===== config.mk =====
export PLATFORM = sky130hd
export DESIGN_NAME = alu_serial_seq_flat
export DESIGN_NICKNAME = d
export VERILOG_FILES = /design/src/rtl/alu_serial_seq_if.sv /design/src/rtl/alu_serial_seq.sv /design/src/flat_wrapper.sv
export SDC_FILE = /design/constraint.sdc
export NUM_CORES = 1
export LEC_CHECK = 0
export BUFFER_PORTS_ARGS = -buffer_cell sky130_fd_sc_hd__buf_2
export CORE_MARGIN = 3
export CORE_UTILIZATION = 45
export DETAILED_ROUTE_END_ITERATION = 7
export PLACE_DENSITY = 0.78
export SLEW_MARGIN = 30
export SYNTH_ARGS = -nofsm -noshare
export SYNTH_HDL_FRONTEND = slang
export SYNTH_SLANG_ARGS = --single-unit

===== constraint.sdc =====
create_clock -name clk -period 2.5 [get_ports clk]
set_input_delay 0.125 -clock clk [delete_from_list [all_inputs] [get_ports clk]]
set_output_delay 0.125 -clock clk [all_outputs]
set_load 0.02 [all_outputs]

===== src/rtl/alu_serial_seq_if.sv =====
// Handshake and result bus of the bit-serial ALU sequencer.
// The master issues operations; the slave (the sequencer) returns results and flags.
interface alu_serial_seq_if;
    logic       start;
    logic [7:0] a;
    logic [7:0] b;
    logic [2:0] op;
    logic       busy;
    logic       done;
    logic [7:0] result;
    logic       zero;
    logic       overflow;
    logic [1:0] sel;
    logic [2:0] bit_idx;

    modport master (
        output start, a, b, op,
        input  busy, done, result, zero, overflow, sel, bit_idx
    );

    modport slave (
        input  start, a, b, op,
        output busy, done, result, zero, overflow, sel, bit_idx
    );
endinterface


===== src/rtl/alu_serial_seq.sv =====
// Bit-serial 8-bit ALU sequencer: one operand bit per clock through a 1-bit slice,
// LSB first, returning result/zero/overflow with a one-cycle done pulse.
module alu_serial_seq (
    input logic             clk,
    input logic             rst,
    alu_serial_seq_if.slave bus
);
    typedef enum logic [1:0] {IDLE, RUN, DONE} state_t;

    state_t     state, state_next;
    logic [7:0] a_q, b_q, sr, result_q;
    logic [2:0] idx;
    logic [1:0] sel_q, sel_dec;
    logic       binvert, carry, op_valid, valid_dec;
    logic       zero_q, ovf_q;

    logic       ai, bb, s, cout, slice_bit, ovf7, final_ovf;
    logic [7:0] shifted, final_result;

    always_ff @(posedge clk) begin
        if (rst) state <= IDLE;
        else     state <= state_next;
    end

    always_comb begin
        state_next = state;
        case (state)
            IDLE:    if (bus.start) state_next = RUN;
            RUN:     if (idx == 3'd7) state_next = DONE;
            DONE:    state_next = IDLE;
            default: state_next = IDLE;
        endcase
    end

    always_comb begin
        sel_dec   = 2'b00;
        valid_dec = 1'b1;
        case (bus.op)
            3'b000:          sel_dec = 2'b00;
            3'b001:          sel_dec = 2'b01;
            3'b010, 3'b110:  sel_dec = 2'b10;
            3'b111:          sel_dec = 2'b11;
            default:         valid_dec = 1'b0;
        endcase
    end

    // One slice of the ripple ALU; carry holds the carry into the current bit.
    always_comb begin
        ai   = a_q[idx];
        bb   = b_q[idx] ^ binvert;
        s    = ai ^ bb ^ carry;
        cout = (ai & bb) | (ai & carry) | (bb & carry);
        case (sel_q)
            2'b00:   slice_bit = ai & bb;
            2'b01:   slice_bit = ai | bb;
            2'b10:   slice_bit = s;
            default: slice_bit = 1'b0;
        endcase
        if (!op_valid) slice_bit = 1'b0;
        shifted = {slice_bit, sr[7:1]};
        ovf7    = carry ^ cout;

        final_result = shifted;
        final_ovf    = 1'b0;
        if (!op_valid) begin
            final_result = '0;
        end else if (sel_q == 2'b10) begin
            final_ovf = ovf7;
        end else if (sel_q == 2'b11) begin
            // SLT: sign of A-B, corrected when the subtraction overflowed
            final_result = {7'b0, s ^ ovf7};
        end
    end

    always_ff @(posedge clk) begin
        if (rst) begin
            a_q      <= '0;
            b_q      <= '0;
            sr       <= '0;
            idx      <= '0;
            sel_q    <= '0;
            binvert  <= 1'b0;
            carry    <= 1'b0;
            op_valid <= 1'b0;
            result_q <= '0;
            zero_q   <= 1'b1;
            ovf_q    <= 1'b0;
        end else begin
            case (state)
                IDLE: if (bus.start) begin
                    a_q      <= bus.a;
                    b_q      <= bus.b;
                    sel_q    <= sel_dec;
                    op_valid <= valid_dec;
                    binvert  <= bus.op[2];
                    carry    <= bus.op[2];
                    idx      <= '0;
                    sr       <= '0;
                end
                RUN: begin
                    sr    <= shifted;
                    carry <= cout;
                    idx   <= idx + 3'd1;
                    if (idx == 3'd7) begin
                        result_q <= final_result;
                        zero_q   <= (final_result == 8'h00);
                        ovf_q    <= final_ovf;
                    end
                end
                default: ;
            endcase
        end
    end

    assign bus.busy     = (state == RUN);
    assign bus.done     = (state == DONE);
    assign bus.result   = result_q;
    assign bus.zero     = zero_q;
    assign bus.overflow = ovf_q;
    assign bus.sel      = sel_q;
    assign bus.bit_idx  = idx;
endmodule


===== src/flat_wrapper.sv =====
// flat-port wrapper written by rule: the top's interface ports become plain ports
module alu_serial_seq_flat 
  (clk, rst, bus_start, bus_a, bus_b, bus_op, bus_busy, bus_done, bus_result, bus_zero, bus_overflow, bus_sel, bus_bit_idx);
  alu_serial_seq_if bus_i ();
  input logic clk;
  input logic rst;
  input wire logic [$bits(bus_i.start)-1:0] bus_start;
  input wire logic [$bits(bus_i.a)-1:0] bus_a;
  input wire logic [$bits(bus_i.b)-1:0] bus_b;
  input wire logic [$bits(bus_i.op)-1:0] bus_op;
  output wire logic [$bits(bus_i.busy)-1:0] bus_busy;
  output wire logic [$bits(bus_i.done)-1:0] bus_done;
  output wire logic [$bits(bus_i.result)-1:0] bus_result;
  output wire logic [$bits(bus_i.zero)-1:0] bus_zero;
  output wire logic [$bits(bus_i.overflow)-1:0] bus_overflow;
  output wire logic [$bits(bus_i.sel)-1:0] bus_sel;
  output wire logic [$bits(bus_i.bit_idx)-1:0] bus_bit_idx;
  assign bus_i.start = bus_start;
  assign bus_i.a = bus_a;
  assign bus_i.b = bus_b;
  assign bus_i.op = bus_op;
  assign bus_busy = bus_i.busy;
  assign bus_done = bus_i.done;
  assign bus_result = bus_i.result;
  assign bus_zero = bus_i.zero;
  assign bus_overflow = bus_i.overflow;
  assign bus_sel = bus_i.sel;
  assign bus_bit_idx = bus_i.bit_idx;
  alu_serial_seq u_core (.clk(clk), .rst(rst), .bus(bus_i));
endmodule

### Word-level counts from Yosys, hierarchy flattened

Cells that the tools add are included.

* logic and storage cells: 70
* bits of input ports: 22
* bits in registers: 44
* output and inout port bits: 17

* add/sub/neg operators: 1
* eq/ne operators: 12
* reduce and logical (&&, ||, !) cells: 11
* magnitude comparators: 1
* bitwise operators: 11
* muxes and demuxes: 22

Operators with widths (count)
* 8-bit two-way mux: 4
* 8-bit case mux with 2 select lines: 1
* 3-bit equality test (second input constant): 3
* 8-bit zero test: 1
* 2-bit AND reduction: 4
* 1-bit two-way mux: 7
* 1-bit binary-select mux with 3-bit select: 2
* 2-bit equality test (second input constant): 3
* 2-bit case mux with 3 select lines: 1
* 3-bit case mux with 2 select lines: 1
* 5-bit OR reduction: 1
* 1-bit bitwise XOR: 5
* 2-bit by 1-bit equality test with 1-bit output (second input constant): 2
* 2-bit zero test: 2
* 3-bit by 4-bit < comparator with 1-bit output (second input constant): 1
* 2-bit two-way mux: 2
* 2-bit case mux with 2 select lines: 1
* 3-bit by 1-bit adder with 3-bit output (second input constant): 1
* 1-bit bitwise AND: 3
* 3-bit by 1-bit equality test with 1-bit output (second input constant): 1
* 3-bit by 2-bit equality test with 1-bit output (second input constant): 1
* 3-bit zero test: 1
* 3-bit two-way mux: 1
* 1-bit OR: 3
* other kinds (6): 6

### Depth between registers and ports, before layout

Gate-level depths: netlist (run 1).

* depth in word-level cells: 12
* depth in mapped cells: 10
* mapped depth without buffers: 9

### Worst setup path after synthesis (run 1)

OpenSTA, ideal clock, no wires.

* path type: register -> register
* start: reg u_core.idx[0] (netlist: u_core.bus.bit_idx[0])
* end: reg u_core.zero_q (netlist: u_core.bus.zero)
* setup slack: -330 ps
* buffers on the path: 1
* data arrival time: 2710 ps
* required time: 2380 ps
* library setup time: 120 ps
* stages on the path, launching flop included: 11
* period minus slack after synthesis: 2830 ps
* path through: dfxtp_1 > buf_2 > mux4_2 > mux2i_1 > xnor2_1 > inv_1 > fa_1 > o21ai_0 > o311a_1 > nor4_1 > a211o_2

* word-level cells in the longest chain between the ends: 12
* elaborated cells between the ends (all ways): 23
* classes of those cells: eq/ne (1); mux (9); bitwise (11); reduce/logical (2)

Ends and longest elaborated chain
* start: declaration: line alu_serial_seq.sv:12 `logic [2:0] idx;`
* start signal: assignment: line alu_serial_seq.sv:103 `idx <= idx + 3'd1;`
* 1-bit binary-select mux with 3-bit select: line alu_serial_seq.sv:50 `bb = b_q[idx] ^ binvert;`
* 1-bit two-way mux (implied by the code): line alu_serial_seq.sv:50
* 1-bit bitwise XOR: line alu_serial_seq.sv:50
* 1-bit bitwise AND: line alu_serial_seq.sv:52, alu_serial_seq.sv:54
* 1-bit OR (2 in a row): line alu_serial_seq.sv:52 `cout = (ai & bb) | (ai & carry) | (bb & carry);`
* 1-bit bitwise XOR: line alu_serial_seq.sv:61 `ovf7 = carry ^ cout;`
* 1-bit bitwise XOR: line alu_serial_seq.sv:71 `final_result = {7'b0, s ^ ovf7};`
* 8-bit two-way mux: line alu_serial_seq.sv:69 `end else if (sel_q == 2'b11) begin`
* 8-bit two-way mux: line alu_serial_seq.sv:67 `end else if (sel_q == 2'b10) begin`
* 8-bit two-way mux: line alu_serial_seq.sv:65 `if (!op_valid) begin`
* 8-bit zero test: line alu_serial_seq.sv:106 `zero_q <= (final_result == 8'h00);`
* end signal: assignment: line alu_serial_seq.sv:106
* end: declaration: line alu_serial_seq.sv:15 `logic zero_q, ovf_q;`

Several ways; a longest one is shown, not always the timed one. The select of a mux whose other input is x is not followed.
A chain may end at the register's enable or synchronous reset.

### Worst setup path after layout (run 1)

Same ends and word-level chain as after synthesis.

==> results of run 1 <==
==> how the worst max path moves through the flow <==
stage	from	end	depth (start not counted)
6_report	u_core.bus.bit_idx[0]$_SDFFE_PP0P_	u_core.bus.zero$_SDFFE_PP1P_	8
3_3_place_gp	u_core.bus.bit_idx[0]$_SDFFE_PP0P_	u_core.bus.overflow$_SDFFE_PP0P_	8
5_1_grt	u_core.bus.bit_idx[0]$_SDFFE_PP0P_	u_core.bus.zero$_SDFFE_PP1P_	9
4_1_cts	u_core.bus.bit_idx[0]$_SDFFE_PP0P_	u_core.bus.zero$_SDFFE_PP1P_	9
2_1_floorplan	u_core.bus.bit_idx[0]$_SDFFE_PP0P_	u_core.bus.zero$_SDFFE_PP1P_	10
3_5_place_dp	u_core.bus.bit_idx[0]$_SDFFE_PP0P_	u_core.bus.zero$_SDFFE_PP1P_	8
==> cell usage after synthesis <==
master,number,area [um2]
buf_2,1,5.00
mux2i_1,3,30.0
nand3_1,3,15.0
or4_1,2,15.0
o311a_1,2,20.0
xor2_1,1,8.76
ha_1,4,50.1
nand2_2,1,6.26
dfxtp_1,43,861
nand2_1,44,165
o21a_1,1,7.51
fa_1,2,40.0
nor2b_1,4,25.0
inv_1,5,18.8
o21bai_1,1,7.51
and4_1,1,8.76
buf_4,1,7.51
a221oi_1,1,8.76
xnor2_1,2,17.5
nor2_1,21,78.8
nor4_1,1,6.26
a211o_2,1,10.0
a22oi_1,15,113
and2_1,1,6.26
a21oi_1,26,130
nand2b_1,1,6.26
mux4_2,4,90.1
o21ai_0,2,10.0
a311oi_1,1,8.76
a21boi_0,1,7.51
clkbuf_1,12,45.0
==> critical path, delay by kind of cell, from the launching register on <==
kind | cells | cell delay, ps
compound gates | 3 | 670
fa+ha+maj | 1 | 500
buf+inv | 1 | 100
flops | 1 | 380
mux | 2 | 780
simple gates | 1 | 60
==> cell type report <==
class                   instances  share of cell area
repair buffers                 46               0.118
clock inverters                 1             0.00225
inverters                       5             0.00846
clock buffers                   7              0.0344
well taps                      48              0.0271
multi-input cells             146               0.420
flip-flops and latches         43               0.390
==> per-stage QoR <==
step / instances / cell area, um2 / setup WS [ps] / util
floorplan: 208 / 1840 / -105 / -
global placement: 284 / 2060 / -21.9 / 0.541
detailed placement: 284 / 2060 / -156 / 0.541
CTS: 294 / 2170 / -119 / 0.572
global route: 296 / 2220 / -186 / 0.584
finish: 296 / 2220 / -95.5 / 0.584
==> state kept, by name, indices dropped and copies added, names as in the netlist, 2 cells and up <==
signal              count
u_core.bus.sel          2
u_core.bus.result       8
u_core.bus.bit_idx      3
u_core.b_q              8
u_core.state            2
u_core.sr               7
u_core.a_q              8
==> where the power goes <==
group | internal [W] | total, W | switching [W]
clock | 0.000196 | 0.000409 | 0.000213
sequential | 0.000709 | 0.000731 | 0.0000223
combinational | 0.0000716 | 0.000161 | 0.0000893
total | 0.000976 | 0.00130 | 0.000325
==> what timing repair did <==
item	4_1_cts	5_1_grt
setup endpoints to repair	4	5
endpoints found under the hold margin	0	0
hold buffers	0	0
pin swaps	5	5
cloned	0	0
buffers inserted	2	2
gates resized for setup	5	5
==> metal layers <==
layer,up-vias,GRT usage,share of wire
met5,-,0,0
li1,792,-,-
met1,723,0.217,0.45
met4,0,0.0766,0.022
met2,32,0.251,0.49
met3,10,0.0333,0.040
==> cell families (layout without fill, tap and decap cells) <==
| family | Yosys count | count (layout) | synth area share |
|---|---|---|---|
| and+or+nand+nor | 79 | 79 | 0.182 |
| muxes | 7 | 7 | 0.0657 |
| adders and majority gates | 6 | 6 | 0.0492 |
| buffers and inverters | 19 | 59 | 0.0417 |
| xor gates and xnor gates | 3 | 3 | 0.0144 |
| AOI/OAI and AO/OA | 51 | 51 | 0.176 |
| DFF | 43 | 43 | 0.471 |
==> metrics.md, run 1 <==
| Metric | Value |
|---|---|
| Root Buffer Master | clkbuf_8 |
| Seq/Total Area, Yosys | 0.471 |
| Sequential standard cell area | 865 um2 |
| DR iter-0 viols | 120 |
| Critical path fanouts, max | 4 |
| Reg2reg end | u_core.bus.zero$_SDFFE_PP1P_ |
| Unrepaired setup endpoints after global routing | true |
| Wire per inst | roughly 13 um |
| FILL cells | between 300 and 400 |
| # DRC | 0 |
| Gr ovfl total | 0 |
| Final hold slack | about 67 ps |
| Status | finished with violations |
| Die footprint | between 0.004 and 0.005 mm2 |
| Setup crit start kind | flip-flop |
| Worst skew pair latency | just under 300 ps |
| Most frequent cells in the layout | 44 x nand2_1, 42 x dfxtp_1, 38 x buf_2, 25 x a21oi_1, 21 x nor2_1 |
| R2r worst-path depth | 8 |
| Flip-flop and latch count after synthesis | 43 |
| Ports | 39 |
| Worst Hold End | u_core.a_q[0]$_SDFFE_PP0P_ |
| Worst hold path type | input pin to flip-flop |
| Setup Total Neg Slack | -149 ps |
| Critical Path AT | ~2800 ps |
| Final clock skew | 5.41 ps |
| Slew Viols, Final | 0 |
| Global-route wire length before repair | roughly 6500 um |
| Crit Reg-Reg Startpoint | u_core.bus.bit_idx[0]$_SDFFE_PP0P_ |
| FP Rows | 22 |
| Antenna Diode Count | 0 |
| Max incr delay on CP | ~500 ps |
| Fmax | 385 MHz |
| H-tree levels | 2 |
| Post-synthesis cell area | 0.00183 mm2 |
| Multi-input gate area | slightly above 900 um2 |
| Synth Warn # | 0 |
| WP data required | between 2000 and 3000 ps |
| I/O Buffers | 38 |
| Failing checks | negative setup slack |
| Worst slew margin | 0.461 |
| Hold path depth | 3 |
| Via count | roughly 1600 |
| Final Setup Violations | 3 |
| Drt pass-1 iters | 4 |
| Max-Cap Viols | 0 |
| Net Count, Synth | approximately 240 |
| Die Span Y | roughly 70 um |
| Critical path cell sequence | buf_12, mux4_2, mux2i_2, fa_2, o21ai_1, o311a_1, nor4_2, a211o_2 |
| TritonCTS buffer count | 5 |
| Routability cong. | around 0.84 |
| Vias in the first global route | 1412 |
| Setup ws final | -95.5 ps |
| CTS tree | built |
| Synth unique cells | 31 |
| HP Start | bus_a[0] |
| Crit path capture type | flip-flop |
| Most common cell after layout, fill and taps aside | nand2_1 |
| DP Wirelength | ~2700 um |
| CTS Buffer Depth | 2 |
| Largest net degree at the start of global routing | 44 |
| PD cells | around 600 mW/mm2 |
| Initial antenna violation count | 0 |
| Routed Antenna Nets | 0 |
| Worst VDD drop | around 0.35 mV |
| R2R setup slack | -100 ps |
| Power consumption | approximately 0.0013 W |
| Worst-path clk slew | around 80 ps |
| Syn avg cell area | 8.79 um2 |
| Kind of critical path | flip-flop to flip-flop |
| NumNets Final | approximately 280 |
| P&R area growth vs syn | 21.3% |
| Min cycle time layout | between 2000 and 3000 ps |
| Initial core utilization | 0.482 |
| Leakage | slightly above 0.9 nW |
| Actual slew at the worst max-slew pin | 807 ps |
| Period utilization | 1.04 |
| Final wirelength | between 3000 and 4000 um |
| Cells after Synth | 208 |
| Die X-Extent | 69.8 um |
| Slowest CP cell | fa_2 |
| Clk sink count | 43 |
| Final Hold Fails | 0 |
| All-Layer GR Usage | 0.163 |
| Core ar. | between 0.003 and 0.004 mm2 |
| Via density | around 5.3 |
| Fraction of layout cells with a size suffix above 1 | 0.278 |
(Power assumes the default switching activity.)
==> run 2: changes to the inputs <==
- HOLD_SLACK_MARGIN: not set -> 0.08
==> run 2 against run 1 <==
Effect of this change:
- the flow still finishes with violations (negative setup slack)
- critical path type unchanged
- register-to-register slack hardly changed
- fmax decreased by 0.13%
- hold slack better by 16 ps
- flip-flop and latch count unchanged
- clock skew hardly changed
==> metrics.md, run 2 (same netlist as run 1, synthesis figures left out) <==
| Metric | Value |
|---|---|
| Status | finished with violations |
| Failing checks | negative setup slack |
| FP Rows | 22 |
| Leakage | around 0.97 nW |
| Power consumption | 0.00132 W |
| Top Metal Used | met4 |
| Die X-Extent | ~70 um |
| Initial antenna violation count | 0 |
| Final Setup Violations | 3 |
| Worst hold path type | input pin to flip-flop |
| NumNets Final | 288 |
| H-tree levels | 2 |
| Initial core utilization | 0.482 |
| Met1 WL | ~1800 um |
| HP Start | bus_b[6] |
| Drt pass-1 iters | 4 |
| Fmax | just under 400 MHz |
| Most common cell after layout, fill and taps aside | nand2_1 |
| Worst slew margin | 0.436 |
| Period utilization | 1.04 |
| PD cells | around 560 mW/mm2 |
| R2R setup slack | -100 ps |
| Worst-path clk slew | roughly 80 ps |
| Unrepaired setup endpoints after global routing | true |
| Largest net degree at the start of global routing | 44 |
| Root Buffer Master | clkbuf_8 |
| Crit path capture type | flip-flop |
| Die Span Y | around 70 um |
| DR iter-0 viols | between 100 and 150 |
| Worst VDD drop | roughly 0.39 mV |
| Actual slew at the worst max-slew pin | ~840 ps |
| Reg2reg end | u_core.bus.zero$_SDFFE_PP1P_ |
| P&R area growth vs syn | 28.5% |
| Vias in the first global route | around 1500 |
| Via count | roughly 1600 |
| Max-Cap Viols | 0 |
| Setup ws final | -99.0 ps |
| Fraction of layout cells with a size suffix above 1 | 0.264 |
| Antenna Diode Count | 0 |
| CTS Buffer Depth | 2 |
| Routed Antenna Nets | 0 |
| FILL cells | approximately 340 |
| Kind of critical path | flip-flop to flip-flop |
| # DRC | 0 |
| All-Layer GR Usage | 0.172 |
| Critical Path AT | 2780 ps |
| Core ar. | ~0.0038 mm2 |
| Final wirelength | about 4000 um |
| Final hold slack | approximately 83 ps |
| Wire per inst | approximately 13 um |
| Final clock skew | between 5 and 6 ps |
| Crit path from | u_core.bus.bit_idx[0]$_SDFFE_PP0P_ |
| Met2 WL | roughly 2000 um |
| Slew Viols, Final | 0 |
| TritonCTS buffer count | 5 |
| R2r worst-path depth | 8 |
| Worst skew pair latency | 290 ps |
| Final Hold Fails | 0 |
| Clk sink count | 43 |
| DP Wirelength | 2650 um |
| Hold path depth | 3 |
| Via density | 5.27 |
| Setup crit start kind | flip-flop |
| Die footprint | between 0.004 and 0.005 mm2 |
| Worst Hold End | u_core.b_q[6]$_SDFFE_PP0P_ |
| Global-route wire length before repair | 6820 um |
| WP data required | 2680 ps |
| Min cycle time layout | roughly 2600 ps |
| Most frequent cells in the layout | 44 x nand2_1, 42 x dfxtp_1, 38 x buf_2, 25 x a21oi_1, 21 x nor2_1 |
| CTS tree | built |
| Routability cong. | 0.844 |
| Crit Reg-Reg Startpoint | u_core.bus.bit_idx[0]$_SDFFE_PP0P_ |
| Gr ovfl total | 0 |
| Critical path fanouts, max | 4 |
| I/O Buffers | 38 |
| Ports | 39 |
| Met3 wire len | between 150 and 200 um |
[run 2: changes by cell type in the layout (fill, tap and decap cells not counted)]
cell,delta
dlygate4sd3_1,+13
[run 2: critical path: stages (launching register included)]
cell     delay [ps]
dfxtp_4         390
buf_12          110
mux4_2          490
mux2i_2         290
fa_2            490
o21ai_1         130
o311a_1         230
nor4_2           60
a211o_2         310
[run 2: per-layer routing]
metal | GRT usage | vias up
li1 | - | 820
met1 | 0.221 | 762
met2 | 0.273 | 36
met3 | 0.0362 | 10
met4 | 0.0851 | 0
met5 | 0 | -
[run 2: area by class of cell]
type / count / area [um2] / area share
inverters: 5 / 18.8 / 0.00799
clock inverters: 1 / 5.00 / 0.00213
well taps: 48 / 60.1 / 0.0256
multi-input cells: 146 / 932 / 0.397
repair buffers: 59 / 393 / 0.167
flip-flops and latches: 43 / 865 / 0.368
clock buffers: 7 / 76.3 / 0.0325
[run 2: worst max-delay path by stage]
stage,slack [ps],cells after the start,endpoint
floorplan,-100,10,u_core.bus.zero$_SDFFE_PP1P_
finish,-100,8,u_core.bus.zero$_SDFFE_PP1P_
detailed placement,-160,8,u_core.bus.zero$_SDFFE_PP1P_
global placement,-20,8,u_core.bus.overflow$_SDFFE_PP0P_
CTS,-120,9,u_core.bus.zero$_SDFFE_PP1P_
global route,-190,9,u_core.bus.zero$_SDFFE_PP1P_
[run 2: stage by stage]
| stage | setup TNS [ps] | util | area (um2) | setup slack, ps | std cells |
|---|---|---|---|---|---|
| after floorplan | -184 | - | 1840 | -105 | 208 |
| after global placement | -41.0 | 0.541 | 2060 | -21.9 | 284 |
| after detailed placement | -317 | 0.541 | 2060 | -156 | 284 |
| after CTS | -191 | 0.607 | 2300 | -119 | 307 |
| after global routing | -630 | 0.619 | 2350 | -187 | 309 |
| final | -154 | 0.619 | 2350 | -99.0 | 309 |
[run 2: power by group]
group | leakage (nW) | switching (W) | internal (W) | total (W)
Sequential | 0.351 | 0.0000225 | 0.000709 | 0.000731
Combinational | 0.580 | 0.0000938 | 0.0000847 | 0.000179
Clock | 0.0422 | 0.000218 | 0.000196 | 0.000414
[run 2: repair_timing]
action                                  CTS  global route
buffers inserted                          2             2
endpoints found under the setup margin    4             5
resized for setup                         5             5
pin swaps                                 5             5
hold buffers                             13             0
endpoints found under the hold margin    13             0
==> run 3: changes to the inputs <==
- ABC_AREA: not set -> 1
==> run 3 against run 2 <==
Effect of this change:
- the flow now finishes without violations
- global-route usage rose by 0.58 points
- via count rose by 13%
- sequential share of layout area rose by 0.55 points
- non-clock buffer count fell by 13
- sequential power rose by 2%
- fmax rose by 19%
- area after synthesis rose by 8.6%
- first-iteration DRC count rose by 1.8%
- clock power rose by 3%
==> metrics.md, run 3 <==
| Metric | Value |
|---|---|
| Critical path fanouts, max | 11 |
| Max-Cap Viols | 0 |
| Global-route wire length before repair | 7350 um |
| Final wirelength | 4350 um |
| Share of the synthesized area in the top cell type | 0.433 |
| Crit path capture type | flip-flop |
| All-Layer GR Usage | 0.178 |
| Sequential standard cell area | 862 um2 |
| Seq/Total Area, Yosys | 0.433 |
| Largest net degree at the start of global routing | 28 |
| Setup crit start kind | flip-flop |
| Syn avg cell area | between 7 and 8 um2 |
| Max incr delay on CP | about 440 ps |
| Post-route insts no fill | 370 |
| Unrepaired setup endpoints after global routing | false |
| Critical Path AT | 2390 ps |
| Multi-input gate area | slightly below 0.001 mm2 |
| Initial core utilization | 0.483 |
| Main area contributors after synthesis | dfxtp_1 43%, nand2_1 11%, nor2_1 9.6%, o21ai_0 8.3%, a21oi_1 6.5% |
| Worst hold path type | input pin to flip-flop |
| Clk sink count | 43 |
| Routed Antenna Nets | 0 |
| Most frequent cells in the layout | 60 x nand2_1, 51 x nor2_1, 42 x dfxtp_1, 38 x buf_2, 32 x o21ai_0 |
| PD cells | 597 mW/mm2 |
| Actual slew at the worst max-slew pin | around 700 ps |
| I/O Buffers | 38 |
| Post-Layout Inst Area | roughly 0.0023 mm2 |
| Die Span Y | between 70 and 80 um |
| Most common cell on crit path | o21ai_0 |
| Post-synthesis cell area | around 0.0020 mm2 |
| Min cycle time layout | around 2200 ps |
| Setup Total Neg Slack | 0 ps |
| Worst-path clk slew | around 80 ps |
| CTS tree | built |
| Core ar. | roughly 0.004 mm2 |
| Fraction of layout cells with a size suffix above 1 | 0.178 |
| Final Hold Fails | 0 |
| DR iter-0 viols | roughly 110 |
| WP data required | around 2700 ps |
| Worst VDD drop | 0.255 mV |
| Via density | about 5.0 |
| Status | complete, no violations |
| Largest area contributor in the netlist | dfxtp_1 |
| Cells after Synth | 279 |
| CTS Buffer Depth | 2 |
| Slew Viols, Final | 0 |
| Ports | 39 |
| Worst slew margin | 0.530 |
| Most common cell in the netlist | nand2_1 |
| Die X-Extent | 72.5 um |
| Die footprint | about 0.0052 mm2 |
| Synth unique cells | 26 |
| Gr ovfl total | 0 |
| Worst skew pair latency | 300 ps |
| P&R area growth vs syn | 16.2% |
| Final clock skew | between 2 and 2.5 ps |
| FP Rows | 23 |
| Synth Warn # | 0 |
| Placed inst area | roughly 0.0022 mm2 |
| Setup ws final | 310 ps |
| Wire per inst | 11.7 um |
| NumNets Final | roughly 350 |
| Placed cell count | ~360 |
| Via count | ~1800 |
| Final Setup Violations | 0 |
| Final Core Density | 0.561 |
| # DRC | 0 |
| Initial antenna violation count | 0 |
| Vias in the first global route | about 1700 |
| Post-synth ARST share | 0 |
| Most frequent cells after synthesis | 60 x nand2_1, 51 x nor2_1, 43 x dfxtp_1 |
| Critical path cell sequence | inv_1, o21ai_0, o21ai_0, o21ai_1, fa_1, nand3b_1, o21ai_0, nand2_1, nand3_1, nand2_1 |
| Net Count, Synth | 307 |
| Root Buffer Master | clkbuf_8 |
| Leakage | about 1 nW |
| Kind of critical path | flip-flop to flip-flop |
| TritonCTS buffer count | 5 |
| DP Wirelength | approximately 3000 um |
| Routability cong. | 0.843 |
| H-tree levels | 2 |
| Flip-flop and latch count after synthesis | 43 |
| EDFF count, synth | 0 |
| Antenna Diode Count | 0 |
| Setup WS pre-CTS | ~100 ps |
| Main synth FF type | dfxtp_1 |
| Fmax | 457 MHz |
| Most common cell after layout, fill and taps aside | nand2_1 |
| FILL cells | approximately 400 |
| Drt pass-1 iters | 5 |
| Slowest CP cell | fa_1 |
| Period utilization | 0.876 |
==> run 3: cell types whose count changed in the layout (fill, tap and decap cells not counted), moves of 8 or more <==
cell           delta
nor2_1           +30
inv_1            +12
dlygate4sd3_1     -8
o21ai_0          +31
a22oi_1          -14
nand2_1          +16
nand3_1          +14
==> run 3: cells by family (layout without fill, tap and decap cells) <==
logic type                 Yosys count  in the layout  share of synthesized area
and+or+nand+nor                    134            134                      0.276
AOI/OAI and AO/OA                   62             62                      0.157
DFF                                 43             43                      0.433
buffers and inverters               32             73                     0.0800
adders and majority gates            6              6                     0.0453
xor gates and xnor gates             2              2                    0.00882
==> run 3: per-layer routing <==
metal	track usage	wire length, um
met4	0.0820	69
met2	0.287	1990
met5	0	0
met1	0.231	2060
met3	0.0319	230
==> run 3: repair_timing <==
item / CTS / global route
buffers inserted: 0 / 0
gates resized for setup: 0 / 2
endpoints found under the hold margin: 5 / 0
setup endpoints to repair: 0 / 4
hold buffers: 5 / 0
==> run 3: where the power goes <==
part | internal (W) | total [W] | leakage, nW | switching (W)
Combinational | 0.0000821 | 0.000205 | 0.625 | 0.000123
Clock | 0.000196 | 0.000426 | 0.0422 | 0.000230
Sequential | 0.000716 | 0.000747 | 0.352 | 0.0000308
==> run 3: final timing paths <==
kind	from	endpoint	slack (ps)	cells past startpoint
hold reg to reg	u_core.bus.result[0]$_SDFFE_PP0P_	u_core.bus.result[0]$_SDFFE_PP0P_	470	2
setup / recovery	u_core.bus.bit_idx[0]$_SDFFE_PP0P_	u_core.bus.zero$_SDFFE_PP1P_	310	10
hold / removal	bus_a[7]	u_core.a_q[7]$_SDFFE_PP0P_	70	3
setup reg to reg	u_core.bus.bit_idx[0]$_SDFFE_PP0P_	u_core.bus.zero$_SDFFE_PP1P_	310	10
==> run 3: critical path, delay by kind of cell, from the launching register on <==
kind	cells	cell delay, ps
AND/OR/NAND/NOR	4	400
AO/OA/AOI/OAI	4	680
buffers and inverters	1	150
flip-flops	1	420
adder cells (fa/ha/maj)	1	440
==> run 3: cell type report <==
| cell class | count | area share |
|---|---|---|
| inverter | 19 | 0.0314 |
| timing repair buffer | 46 | 0.114 |
| tap | 50 | 0.0271 |
| sequential | 43 | 0.373 |
| multi-input combinational | 204 | 0.419 |
| clock buffer | 7 | 0.0331 |
| clock inverter | 1 | 0.00217 |
==> run 3: metrics by stage <==
stage	power [W]	hold slack, ps
after floorplan	0.000910	271
after global placement	0.000957	377
after detailed placement	0.000962	380
after CTS	0.00138	80.3
after global routing	0.00145	87.7
final	0.00138	74.3
